## src/rtl/alu_seq_pkg.sv

```systemverilog
// Shared encodings for the ALU op sequencer: op codes and controller states.
package alu_seq_pkg;

  localparam logic [1:0] OP_ADD  = 2'b00;
  localparam logic [1:0] OP_ANDI = 2'b01;
  localparam logic [1:0] OP_SRAI = 2'b10;
  localparam logic [1:0] OP_XOR  = 2'b11;

  typedef enum logic [1:0] {
    IDLE  = 2'd0,
    SHIFT = 2'd1,
    DONE  = 2'd2
  } state_t;

endpackage

```

## src/rtl/alu_sra_unit.sv

```systemverilog
// Arithmetic right shift engine: iterative 1 bit/cycle ACC/CNT, or a barrel shifter
// when ALU_SEQ_BARREL_SHIFT_EN is defined (go_shift never asserts in that build).
module alu_sra_unit #(
  parameter int DATA_W  = 32,
  parameter int SHAMT_W = 5
) (
  input  logic               clk,
  input  logic               rst_n,
  input  logic               flush,
  input  logic               start,
  input  logic [DATA_W-1:0]  a,
  input  logic [SHAMT_W-1:0] shamt,
  output logic               go_shift,
  output logic [DATA_W-1:0]  imm_res,
  output logic [DATA_W-1:0]  step_res,
  output logic               last
);

`ifdef ALU_SEQ_BARREL_SHIFT_EN
  logic unused_ok;

  assign go_shift  = 1'b0;
  assign imm_res   = $signed(a) >>> shamt;
  assign step_res  = a;
  assign last      = 1'b1;
  assign unused_ok = ^{clk, rst_n, flush, start};
`else
  logic [DATA_W-1:0]  acc;
  logic [SHAMT_W-1:0] cnt;

  // A zero shift amount completes in the accept cycle with the operand itself.
  assign go_shift = start & (shamt != '0);
  assign imm_res  = a;
  assign step_res = {acc[DATA_W-1], acc[DATA_W-1:1]};
  assign last     = (cnt == SHAMT_W'(1));

  always_ff @(posedge clk) begin
    if (!rst_n) begin
      acc <= '0;
      cnt <= '0;
    end else if (flush) begin
      cnt <= '0;
    end else if (go_shift) begin
      acc <= a;
      cnt <= shamt;
    end else if (cnt != '0) begin
      acc <= step_res;
      cnt <= cnt - SHAMT_W'(1);
    end
  end
`endif

endmodule

```

## src/rtl/alu_op_sequencer.sv

```systemverilog
// Execute-stage controller for ADD/ANDI/SRAI/XOR: one op per handshake, result held until taken.
// Optional ALU_SEQ_BARREL_SHIFT_EN makes SRAI single-cycle; otherwise SRAI takes 1+SHAMT cycles.
module alu_op_sequencer
  import alu_seq_pkg::*;
#(
  parameter int DATA_W  = 32,
  parameter int SHAMT_W = 5
) (
  input  logic               clk,
  input  logic               rst_n,
  input  logic               flush,
  input  logic               req_valid,
  output logic               req_ready,
  input  logic [1:0]         req_op,
  input  logic [DATA_W-1:0]  req_a,
  input  logic [DATA_W-1:0]  req_b,
  input  logic [SHAMT_W-1:0] req_shamt,
  output logic               sel_in1,
  output logic               sel_in2,
  output logic               res_valid,
  input  logic               res_ready,
  output logic [DATA_W-1:0]  res_data,
  output logic               busy
);

  state_t            state;
  logic [1:0]        sel;
  logic              accept;
  logic              go_shift;
  logic              last;
  logic [DATA_W-1:0] imm_res;
  logic [DATA_W-1:0] step_res;
  logic [DATA_W-1:0] alu_res;

  // Flush blocks acceptance so an aborted cycle never loads a new op.
  assign req_ready = rst_n & ~flush &
                     ((state == IDLE) | ((state == DONE) & res_ready));
  assign accept    = req_valid & req_ready;
  assign sel_in1   = sel[1];
  assign sel_in2   = sel[0];
  assign busy      = (state != IDLE);

  alu_sra_unit #(
    .DATA_W (DATA_W),
    .SHAMT_W(SHAMT_W)
  ) u_sra (
    .clk     (clk),
    .rst_n   (rst_n),
    .flush   (flush),
    .start   (accept & (req_op == OP_SRAI)),
    .a       (req_a),
    .shamt   (req_shamt),
    .go_shift(go_shift),
    .imm_res (imm_res),
    .step_res(step_res),
    .last    (last)
  );

  always_comb begin
    alu_res = '0;
    case (req_op)
      OP_ADD:  alu_res = req_a + req_b;
      OP_ANDI: alu_res = req_a & req_b;
      OP_SRAI: alu_res = imm_res;
      OP_XOR:  alu_res = req_a ^ req_b;
      default: alu_res = '0;
    endcase
  end

  always_ff @(posedge clk) begin
    if (!rst_n) begin
      state     <= IDLE;
      sel       <= 2'b00;
      res_valid <= 1'b0;
      res_data  <= '0;
    end else if (flush) begin
      state     <= IDLE;
      sel       <= 2'b00;
      res_valid <= 1'b0;
    end else begin
      case (state)
        IDLE, DONE: begin
          if (accept) begin
            sel <= req_op;
            if (go_shift) begin
              state     <= SHIFT;
              res_valid <= 1'b0;
            end else begin
              state     <= DONE;
              res_valid <= 1'b1;
              res_data  <= alu_res;
            end
          end else if ((state == DONE) && res_ready) begin
            state     <= IDLE;
            sel       <= 2'b00;
            res_valid <= 1'b0;
          end
        end
        SHIFT: begin
          if (last) begin
            state     <= DONE;
            res_valid <= 1'b1;
            res_data  <= step_res;
          end
        end
        default: begin
          state     <= IDLE;
          sel       <= 2'b00;
          res_valid <= 1'b0;
        end
      endcase
    end
  end

endmodule
```

## config.mk

```make
export PLATFORM = sky130hd
export DESIGN_NAME = alu_op_sequencer
export DESIGN_NICKNAME = d
export VERILOG_FILES = /design/src/rtl/alu_seq_pkg.sv /design/src/rtl/alu_sra_unit.sv /design/src/rtl/alu_op_sequencer.sv
export SDC_FILE = /design/constraint.sdc
export NUM_CORES = 1
export LEC_CHECK = 0
export CORE_ASPECT_RATIO = 1.25
export CORE_MARGIN = 1
export CORE_UTILIZATION = 32
export DETAILED_ROUTE_END_ITERATION = 16
export PLACE_DENSITY = 0.6
export SETUP_SLACK_MARGIN = 0.4
export SYNTH_ARGS = -nofsm -noshare
export SYNTH_HDL_FRONTEND = slang
export SYNTH_SLANG_ARGS = --single-unit
export TNS_END_PERCENT = 20
```

## constraint.sdc

```tcl
create_clock -name clk -period 3.9 [get_ports clk]
set_clock_uncertainty 0.15 [all_clocks]
set_input_delay 0.78 -clock clk [delete_from_list [all_inputs] [get_ports clk]]
set_output_delay 0.78 -clock clk [all_outputs]
set_load 0.01 [all_outputs]
```

==> impl_metrics.env <==
export IMPL_placement_rows=54
export IMPL_power_static_leakage_nw=3.17
export IMPL_req_time_crit_path_ns=3.97
export IMPL_slew_headroom_pct=54.1
export IMPL_worstHoldPathCells=2
export IMPL_worstSetupEndpoint="res_data[15]$_SDFFE_PN0P_"
export IMPL_postPlaceCellArea_mm2=0.00708
export IMPL_synth_top_cell_area_share_pct=25.3
export IMPL_drt_drc_violations_left=0
export IMPL_final_area_mm2=0.00743
export IMPL_syn_nets=785
export IMPL_grt_pass1_vias=5375
export IMPL_wire_per_inst_um=17.8
export IMPL_core_area_mm2=0.0174
export IMPL_fp_dieArea_mm2=0.0184
export IMPL_dp_worst_setup_slack_ns=-0.0267
export IMPL_hold_viol=0
export IMPL_route_detailed_vias_per_inst=5.46
export IMPL_antenna_left=0
export IMPL_worst_setup_path_end_kind="register"
export IMPL_final_setup_worst_slack_ns=0.473
export IMPL_crit_start="req_a[3]"
export IMPL_detail_route_first_pass_iterations=5
export IMPL_cts_tree="yes"
export IMPL_critical_path_max_fanout=6
export IMPL_drive_gt1_share_pct=12.9
export IMPL_synth_ff_latch_count=72
export IMPL_regToRegStartpoint="state[0]$_SDFFE_PP0P_"
export IMPL_finalMaxSlewViolations=0
export IMPL_cts_htree_levels=3
export IMPL_ys_flop_type="sky130_fd_sc_hd__dfxtp_1"
export IMPL_synthArstFlopShare_pct=0
export IMPL_num_vias=5458
export IMPL_num_antenna_cells=0
export IMPL_synth_enable_flop_cells=0
export IMPL_numCtsBuffers=9
export IMPL_result_of_the_run="finished, final reports clean"
export IMPL_number_of_placed_cells_counting_well_taps=982
export IMPL_ys_warn_count=0
export IMPL_finalNonFillerCells=999
export IMPL_io_buffer_count=112
export IMPL_drt_iter0_drc=331
export IMPL_synth_seq_area_share_pct=25.3
export IMPL_worst_hold_path_type="register to register"
export IMPL_netlist_area_mm2=0.00571
export IMPL_floorplan_initialDensity_pct=32.7
export IMPL_synthesized_netlist_cell_count=673
export IMPL_synth_distinct_cells=63
export IMPL_number_of_clock_sinks_seen_by_cts=72
export IMPL_grt_remaining_overflow=0
export IMPL_place_gp_congestion=0.860
export IMPL_fin_nets=883
export IMPL_clock_latency_ns=0.35
export IMPL_finalCritPeriodShare_pct=87.9
export IMPL_grt_util_all_layers_pct=20.1
export IMPL_first_pass_grt_wire_length_um=28500
export IMPL_layout_min_cycle_time_ns=3.43
export IMPL_multiInputGateArea_mm2=0.00408
export IMPL_start_kind="input port"
export IMPL_grt_start_max_net_pins=51
export IMPL_cts_path_max_buffers=2
export IMPL_chipHeight_um=151
export IMPL_layout_area_overhead_vs_synth_pct=30.2
export IMPL_finalSetupViolCount=0
export IMPL_cap_viol_max_count=0
export IMPL_worst_setup_hold_path_clk_slew_ns=0.06
export IMPL_syn_area_per_cell_um2=8.48
export IMPL_synthDominantAreaCellType="sky130_fd_sc_hd__dfxtp_1"
export IMPL_clock_tree_root_cell="sky130_fd_sc_hd__clkbuf_16"
export IMPL_die_width_um=121
export IMPL_worst_ep_arrival_time_ns=3.49
export IMPL_seq_area_mm2=0.00144
export IMPL_dp_hpwl_um=13300
export IMPL_cts_hold_buffers=0
export IMPL_count_of_fill_cells_added_during_filler_insertion=1786
export IMPL_post_layout_total_power_mw=3.18
export IMPL_hold_slack_ns=0.324
export IMPL_crit_path_category="input port to register"
export IMPL_worst_r2r_cell_count=7
export IMPL_timing_rr_end="res_data[9]$_SDFFE_PN0P_"
export IMPL_tightest_slew_ns=0.688
export IMPL_antenna_found_initial=0
export IMPL_pwr_density_cell_mw_per_mm2=428
export IMPL_totalNegativeSetupSlack_ns=0
export IMPL_postRouteWirelength_um=17800
export IMPL_final_core_util_pct=42.6
export IMPL_grt_setup_unrepaired="yes"
export IMPL_top_level_ports=113
export IMPL_max_vdd_ir_drop_v=0.000202
export IMPL_rrSetupSlack_ns=1.40
export IMPL_synth_top_cells_by_area="sky130_fd_sc_hd__dfxtp_1 25%, sky130_fd_sc_hd__ha_1 7.7%, sky130_fd_sc_hd__mux4_2 7.1%"
export IMPL_max_clk_rate_mhz=292
[worst max-delay path: stages]
cell and delay (ns):
sky130_fd_sc_hd__clkdlybuf4s50_1 0.47, sky130_fd_sc_hd__ha_1 0.40, sky130_fd_sc_hd__a21o_1 0.18, sky130_fd_sc_hd__a21oi_1 0.21, sky130_fd_sc_hd__a21oi_2 0.12, sky130_fd_sc_hd__a31oi_2 0.31
sky130_fd_sc_hd__o21ai_0 0.19, sky130_fd_sc_hd__xor2_1 0.17, sky130_fd_sc_hd__mux4_2 0.48, sky130_fd_sc_hd__nand2_1 0.09, sky130_fd_sc_hd__o21ai_0 0.08
[synthesized netlist by cell type (12+ instances only)]
master and instances:
sky130_fd_sc_hd__a21o_1 25, sky130_fd_sc_hd__a21oi_1 61, sky130_fd_sc_hd__buf_2 12, sky130_fd_sc_hd__clkbuf_1 34
sky130_fd_sc_hd__dfxtp_1 72, sky130_fd_sc_hd__ha_1 35, sky130_fd_sc_hd__mux2i_1 39, sky130_fd_sc_hd__mux4_2 18
sky130_fd_sc_hd__nand2_1 87, sky130_fd_sc_hd__nand3_1 20, sky130_fd_sc_hd__nor2_1 41, sky130_fd_sc_hd__nor3_1 12
sky130_fd_sc_hd__o211a_1 31, sky130_fd_sc_hd__o21ai_0 24, sky130_fd_sc_hd__xnor2_1 16, sky130_fd_sc_hd__xor2_1 13
[final cells by class]
type	instances	share of cell area, %
clock buffers	15	3.60
inverters	7	0.354
multi-input cells	540	55.0
flip-flops and latches	72	19.4
well taps	224	3.77
repair buffers	141	17.9
[cells in the final DEF, fill, tap and decap left out, drive strengths merged, types with 5 or more instances in the layout]
cell type	n
a221oi	6
inv	7
o211ai	8
a21o	25
a21oi	63
o21ai	27
nor2	42
nor3	12
mux4	18
ha	35
buf	32
xor2	13
nand2	87
nand4	10
mux2i	39
mux2	7
nand2b	6
and3	10
a211oi	5
o211a	31
dfxtp	72
clkdlybuf4s50	106
clkbuf	15
xnor2	16
a31oi	7
a311oi	5
nand3	20
[logic make-up after synthesis]
| group | count (synthesis) | synth area share (%) |
|---|---|---|
| xor+xnor | 29 | 4.45 |
| mux | 64 | 15.3 |
| compound gates | 204 | 25.8 |
| buf+inv | 61 | 4.49 |
| fa+ha+maj | 36 | 8.02 |
| flops | 72 | 25.3 |
| simple gates | 207 | 16.6 |
[where the power goes]
group	switching [mW]	leakage [nW]	internal, mW
Sequential	0.150	0.587	0.933
Clock	0.320	0.130	0.463
Combinational	0.683	2.45	0.633
Total	1.15	3.17	2.03
[routing by layer]
layer  routed length (um)  share of wire, %  up-vias  track usage [%]
met5                    0                 0        -                0
met4                  388               2.2        0             8.15
met3                  686               3.8       27             2.52
met2                 9170                51      128             35.9
met1                 7570                42     2606             24.3
li1                     -                 -     2697                -
[sequential cells by signal, summed over array words and instances (netlist names)]
signal / cells
sel: 2
res_data: 32
state: 1
u_sra.cnt: 5
res_valid: 1
u_sra.acc: 31
[worst min path at each step]
stage / from / end / slack [ns]
6_report: sel[1]$_SDFFE_PP0P_ / sel[1]$_SDFFE_PP0P_ / 0.32
5_1_grt: sel[1]$_SDFFE_PP0P_ / sel[1]$_SDFFE_PP0P_ / 0.35
4_1_cts: sel[1]$_SDFFE_PP0P_ / sel[1]$_SDFFE_PP0P_ / 0.33
3_5_place_dp: sel[1]$_SDFFE_PP0P_ / sel[1]$_SDFFE_PP0P_ / 0.32
3_3_place_gp: sel[1]$_SDFFE_PP0P_ / sel[1]$_SDFFE_PP0P_ / 0.32
2_1_floorplan: u_sra.acc[2]$_SDFFE_PN0P_ / res_data[1]$_SDFFE_PN0P_ / 0.32
[repair_timing]
item | 4_1_cts | 5_1_grt
setup buffers | 2 | 0
endpoints found under the setup margin | 3 | 15
pin swaps | 3 | 8
gates resized for setup | 2 | 13
Note: power is estimated with default switching activity, not from simulation.
